`config.mk`:
```
export PLATFORM = sky130hd
export DESIGN_NAME = branch_flag_gen
export DESIGN_NICKNAME = d
export VERILOG_FILES = /design/src/rtl/branch_flag_gen.sv
export SDC_FILE = /design/constraint.sdc
export NUM_CORES = 1
export LEC_CHECK = 0
export CORE_ASPECT_RATIO = 0.7
export CORE_MARGIN = 4
export CORE_UTILIZATION = 53
export CTS_CLUSTER_DIAMETER = 60
export DETAILED_ROUTE_END_ITERATION = 12
export HOLD_SLACK_MARGIN = 0.02
export PLACE_DENSITY = 0.88
export SKIP_LAST_GASP = 1
export SLEW_MARGIN = 20
export SYNTH_ARGS = -nofsm -noshare
export SYNTH_HDL_FRONTEND = slang
export SYNTH_SLANG_ARGS = --single-unit
export TNS_END_PERCENT = 100
```
`constraint.sdc`:
```
create_clock -name clk -period 3.75 [get_ports clk]
set_input_delay 0.75 -clock clk [delete_from_list [all_inputs] [get_ports clk]]
set_output_delay 0.75 -clock clk [all_outputs]
set_load 0.01 [all_outputs]
```
`src/rtl/branch_flag_gen.sv`:
```
// rtl/branch_flag_gen.sv - branch condition flag producer with a two-entry output buffer
//
// Computes a - b, forms the z/s/v/c flags at accept time and queues
// {z, s, v, c, funct3, target} in a two-entry in-order buffer toward the
// branch-resolution stage.
//
// Ports:
//   clk, rst_n                 clock, asynchronous active-low reset
//   in_valid / in_ready        input handshake (in_ready depends on state only)
//   a, b                       operands (rs1, rs2)
//   in_funct3, in_target       passed through with the flags
//   flush                      synchronous drop of every buffered entry
//   out_valid / out_ready      output handshake for the head entry
//   z, s, v, c                 flags of the head entry
//   out_funct3, out_target     funct3 and target of the head entry

module branch_flag_gen #(
    parameter int WIDTH = 32
) (
    input  logic             clk,
    input  logic             rst_n,
    input  logic             in_valid,
    output logic             in_ready,
    input  logic [WIDTH-1:0] a,
    input  logic [WIDTH-1:0] b,
    input  logic [2:0]       in_funct3,
    input  logic [WIDTH-1:0] in_target,
    input  logic             flush,
    output logic             out_valid,
    input  logic             out_ready,
    output logic             z,
    output logic             s,
    output logic             v,
    output logic             c,
    output logic [2:0]       out_funct3,
    output logic [WIDTH-1:0] out_target
);

    localparam int EW = WIDTH + 7;

    logic [WIDTH:0]   diff;
    logic [WIDTH-1:0] r;
    logic             fz, fs, fv, fc;
    logic [EW-1:0]    new_entry;

    logic [EW-1:0]    mem [2];
    logic             rd_ptr, wr_ptr;
    logic [1:0]       count;
    logic [EW-1:0]    head_q;

    logic             push, pop;
    logic             rd_n, wr_n;
    logic [1:0]       count_n;
    logic [EW-1:0]    head_n;

    // a + ~b + 1 keeps the carry-out as the "no borrow" flag.
    assign diff = {1'b0, a} + {1'b0, ~b} + (WIDTH+1)'(1);
    assign r    = diff[WIDTH-1:0];
    assign fz   = (r == '0);
    assign fs   = r[WIDTH-1];
    assign fc   = diff[WIDTH];
    assign fv   = (a[WIDTH-1] != b[WIDTH-1]) && (r[WIDTH-1] != a[WIDTH-1]);

    assign new_entry = {fz, fs, fv, fc, in_funct3, in_target};

    assign in_ready  = (count < 2'd2);
    assign out_valid = (count != 2'd0);

    assign push = in_valid && in_ready && !flush;
    assign pop  = out_valid && out_ready && !flush;

    always_comb begin
        rd_n    = rd_ptr ^ pop;
        wr_n    = wr_ptr ^ push;
        count_n = count;
        case ({push, pop})
            2'b10:   count_n = count + 2'd1;
            2'b01:   count_n = count - 2'd1;
            default: count_n = count;
        endcase
        if (flush) begin
            rd_n    = 1'b0;
            wr_n    = 1'b0;
            count_n = 2'd0;
        end
    end

    // The visible head is a register so the outputs are glitch-free and keep
    // their last value once the buffer drains. When the incoming entry lands
    // in the slot that becomes the head, it has not been written to mem yet,
    // so it is taken straight from new_entry.
    always_comb begin
        head_n = head_q;
        if (!flush && count_n != 2'd0) begin
            if (push && (count == 2'd0 || (pop && count == 2'd1))) begin
                head_n = new_entry;
            end else begin
                head_n = mem[rd_n];
            end
        end
    end

    always_ff @(posedge clk or negedge rst_n) begin
        if (!rst_n) begin
            count  <= 2'd0;
            rd_ptr <= 1'b0;
            wr_ptr <= 1'b0;
            head_q <= '0;
            for (int i = 0; i < 2; i++) begin
                mem[i] <= '0;
            end
        end else begin
            count  <= count_n;
            rd_ptr <= rd_n;
            wr_ptr <= wr_n;
            head_q <= head_n;
            if (push) begin
                mem[wr_ptr] <= new_entry;
            end
        end
    end

    assign z          = head_q[EW-1];
    assign s          = head_q[EW-2];
    assign v          = head_q[EW-3];
    assign c          = head_q[EW-4];
    assign out_funct3 = head_q[WIDTH+2:WIDTH];
    assign out_target = head_q[WIDTH-1:0];

endmodule

```
### Word level (Yosys, flattened, before mapping)

Cells that the tools add are included.

| storage, ports and cells | value |
|---|---|
| input port bits | 104 |
| bits in registers | 121 |
| logic and storage cells | 50 |
| output and inout port bits | 41 |

| operators by class | value |
|---|---|
| add/sub/neg operators | 4 |
| muxes and demuxes | 11 |
| bitwise operators | 5 |
| magnitude comparators | 4 |
| equality and inequality tests | 5 |
| reductions and logical operators | 15 |

Operator list:

| cell | count |
|---|---|
| $mux 39 | 5 |
| $bwmux 78 | 1 |
| $demux 39 s1 | 1 |
| $add 32x32->33 | 1 |
| $add 33x1->33 const B | 1 |
| $logic_not 32->1 | 1 |
| $not 32->32 | 1 |
| $logic_and 1x1->1 | 9 |
| $eq 2x1->1 const B | 2 |
| $ge 2x2->1 const B | 2 |
| $not 1->2 | 2 |
| $pmux 2 s2 | 1 |
| $reduce_bool 2->1 | 2 |
| $add 2x1->2 const B | 1 |
| $eq 2x2->1 const B | 1 |
| $logic_not 2->1 | 1 |
| $lt 2x1->1 const B | 1 |
| $lt 2x2->1 const B | 1 |
| $mux 1 | 2 |
| $mux 2 | 1 |
| $ne 1x1->1 | 2 |
| $sub 2x1->2 const B | 1 |
| $xor 1x1->1 | 2 |
| $logic_not 1->1 | 1 |
| $logic_or 1x1->1 | 1 |

### Longest topological paths before layout

| logic depth | value |
|---|---|
| depth in word-level cells | 10 |
| mapped depth | 14 |
| depth with buffers taken out | 13 |

### Worst setup path before layout

No wires, ideal clock.

| timing | value |
|---|---|
| path type | input port to flip-flop |
| from | input port a[0] |
| to | register head_q[38] |
| setup slack | 0.517 ns |
| library setup time | 0.076 ns |
| path buffers | 0 |
| arrival | 3.157 ns |
| data required time | 3.674 ns |
| stages on the path | 13 |
| path through | inv_1 -> ha_1 -> fa_1 -> nor2b_1 -> o31a_1 -> o21a_1 -> a31oi_1 -> mux2_1 -> nor3_1 -> a21oi_1 -> nor4_2 -> a31oi_1 -> o21ai_1 |

| between the ends | value |
|---|---|
| cells in the longest elaborated chain, start to end | 4 |

Ends and longest elaborated chain:

| element | RTL line | source |
|---|---|---|
| from (decl) | 24 | `input logic [WIDTH-1:0] a,` |
| $add 32x32->33 | 57 | `assign diff = {1'b0, a} + {1'b0, ~b} + (WIDTH+1)'(1);` |
| $add 33x1->33 | 57 |  |
| $logic_not 32->1 | 59 | `assign fz = (r == '0);` |
| $mux 39 | 95 | `if (push && (count == 2'd0 \|\| (pop && count == 2'd1))) begin` |
| to (signal assigned) | 116 | `head_q <= head_n;` |
| to (decl) | 49 | `logic [EW-1:0] head_q;` |

Every way passes these cells.
A chain may end at the register's enable or synchronous reset.

### Worst setup path in the final report

Same ends and word-level chain as after synthesis.

==> metrics <==
Main synth FF type=dfrtp_1; num rows=36; Routed Antenna Nets=0; Post-Syn Area=7550 um^2; CTS buffer count=17; multi-input logic area=~4200 um^2; Slew HR=49.7%; Area Growth Syn to Fin=36.7%; Slew @ Worst Pin=0.754 ns; largest delay contributor family on the critical path=compound AO/OA/AOI/OAI gates; clk buf depth=2; initial antenna violation count=0; Max Slew Vio Count=0; Synth area leader=dfrtp_1; gpl congestion=0.989; sequential element share of the synthesized area=approximately two fifths; Wirelength per Cell=around 18 um; total grt overflow=0; port bufs=144; fin crit share=96.2%; Die X=roughly 150 um; routed vias=6,860; drt drc=0; clk sinks=121; Iter 0 DRT Violations=449; Async S/R FF share, synth=100%; synth warn=0; worst endpoint required time=4.06 ns; number of global-route vias before repair=6,847; initial core utilization=54.2%; share of cells above drive strength 1=21.1%; I/O pin count=between 100 and 150; pin count of the biggest net entering global routing=61; fin crit period=3.61 ns; gr usage total=a little over a quarter; CP bufs+invs=3; # placed instances=1,173; fin cells=1,205; Seq. cell area=3030 um^2; Synth top area share=about two fifths; f_max=277 MHz; H-tree levels=4; Yosys cell types=62; Nets=approximately 1,100; WS Path Type=in2reg; CTS tree=built; router iterations before antenna repair=5; Die Area=16,200 um^2; Max IR drop VDD=~0.51 mV; critical path peak fanout=2; final setup vio count=0; Final HPWL DP=15,000 um; latest clock arrival within the worst-skew pair=0.41 ns; crit path max-delay cell type=fa_2; final-layout fill cell count=939; Core Box Area=between 10,000 and 15,000 um^2; Util after Layout=74.1%; antenna fix cells=0; clock root buffer=clkbuf_16; leakage power=around 4.5 nW; final hold viol count=0; Die Ht=about 110 um; syn_area_per_cell=~9.3 um^2; endpoint class of the critical path=flop; Synth Instances=812; wirelength, routed=~21,000 um; delay of the slowest cell on the worst path=between 0.5 and 0.6 ns; Mapped Nets=955; number of synthesized flops with an enable pin=0; Max Clock Skew=0.00745 ns; CTS clk-pin slew, worst paths=~0.06 ns; Worst Hold Class=in2async; register bit count reported by yosys=121; global-route wire length before repair=34,000 um; Worst setup SP type=input port; Synth area leaders=dfrtp_1 40%, mux2_2 11%, ha_1 6.3%, mux2i_1 5.6%, a21oi_1 5.1%; PD cells=between 500 and 600 nW/um^2; Max Cap Violations=0; vias per cell=5.69; CP arrival=between 3 and 4 ns; CP cell instances=clkdlybuf4s50_1 -> inv_1 -> ha_2 -> fa_2 -> o211ai_1 -> a2111oi_1 -> buf_4 -> o2111ai_1 -> nor4_1 -> nand4_1 -> nor4_4 -> a31oi_1 -> o21ai_1; status=finished, final reports clean
synth_stat cells, types with 4 or more instances:
cell type and number:
and2_1 4, buf_2 10, mux2_2 77, nor3_1 11, a21oi_2 4, mux2i_1 42
a21oi_1 77, inv_1 51, or3_1 4, nand4_1 8, buf_1 14, xnor2_1 5
o21ai_1 7, ha_1 38, nor2b_1 8, nor2_1 74, xor2_1 4, a21o_1 5
o211ai_1 7, nand2_1 74, dfrtp_1 121, o21bai_1 5, o21ai_0 68, a31oi_1 5
nand3_1 4, o21a_1 6, nand2b_1 4, a211oi_1 6, clkbuf_1 18, nor4_1 5
path summary, 6_finish.rpt:
path | from | end | slack, ns | cells past startpoint
min in group clk | head_q[7] | head_q[7] | 0.48 | 2
max in group asynchronous | rst_n | head_q[27] | 2.54 | 2
worst max register to register | count[1] | head_q[26] | 0.78 | 12
worst max-delay path | a[0] | head_q[38] | 0.14 | 13
worst min register to register | head_q[7] | head_q[7] | 0.48 | 2
worst min-delay path | rst_n | mem[50] | 0.41 | 1
metrics by stage:
stage	area, um^2	hold slack [ns]	total power (W)	setup TNS [ns]	setup WS [ns]
6_report	10300	0.414	0.00585	0	0.144
5_1_grt	10300	0.468	0.00618	-0.00486	-0.00486
4_1_cts	10300	0.435	0.00585	0	0.0278
3_5_place_dp	9630	0.470	0.00407	-1.38	-0.298
3_3_place_gp	9630	0.461	0.00397	-0.576	-0.175
2_1_floorplan	7550	0.454	0.00310	0	0.517
layout by cell type, fill, tap and decap left out, types with 4 or more instances in the layout:
cell and count:
o21bai_1 5, nor3_1 11, clkdlybuf4s50_1 143, o21ai_1 8
clkinvlp_4 4, dfrtp_1 121, inv_1 51, nor4_1 4
nand3_1 4, a21oi_2 5, o21a_1 4, mux2_2 77
nand2b_1 4, nor2_1 72, nand4_1 8, buf_4 68
o211ai_1 7, nand2_1 74, a211oi_1 5, a31oi_1 4
and2_1 4, clkbuf_16 17, mux2i_1 42, ha_1 35
xor2_1 4, or3_1 4, nor2b_1 7, a21o_1 5
bufinv_16 4, a21oi_1 76, o21ai_0 65, xnor2_1 5
sequential cells by signal, indices dropped and copies added, names as in the netlist:
signal,count
rd_ptr,1
head_q,39
mem,78
count,2
wr_ptr,1
routing by layer:
| metal | track usage, % | part of all wire (%) |
|---|---|---|
| met5 | 0 | 0 |
| met4 | 8.09 | 1.8 |
| met3 | 5.56 | 7.5 |
| met2 | 40.6 | 46 |
| met1 | 38.0 | 45 |
power by group:
group	total [W]	switching [W]	internal [W]
clock network	0.00172	0.000610	0.00111
registers	0.00208	0.000283	0.00180
logic	0.00205	0.000954	0.00109
total	0.00585	0.00185	0.00400
cell families (layout without fill, tap and decap cells):
group / Yosys count / in the layout / share of synthesized area (%)
mux: 120 / 120 / 17.2
fa+ha+maj: 39 / 39 / 6.56
buf+inv: 94 / 297 / 4.84
xor+xnor: 9 / 9 / 1.04
compound gates: 219 / 219 / 17.4
flops: 121 / 121 / 40.1
simple gates: 210 / 210 / 12.8
cell type report:
| cell class | count | area share [%] |
|---|---|---|
| clock inverter | 14 | 1.93 |
| sequential | 121 | 29.4 |
| inverter | 52 | 1.89 |
| timing repair buffer | 214 | 19.4 |
| tap | 190 | 2.30 |
| multi-input combinational | 597 | 41.0 |
| clock buffer | 17 | 4.12 |
timing repair:
action                     4_1_cts  5_1_grt
buffers inserted                 0        1
setup endpoints to repair        0        3
hold endpoints to repair         0        0
hold buffers                     0        0
resized for setup                0       17
Note: power is estimated with default switching activity, not from simulation.
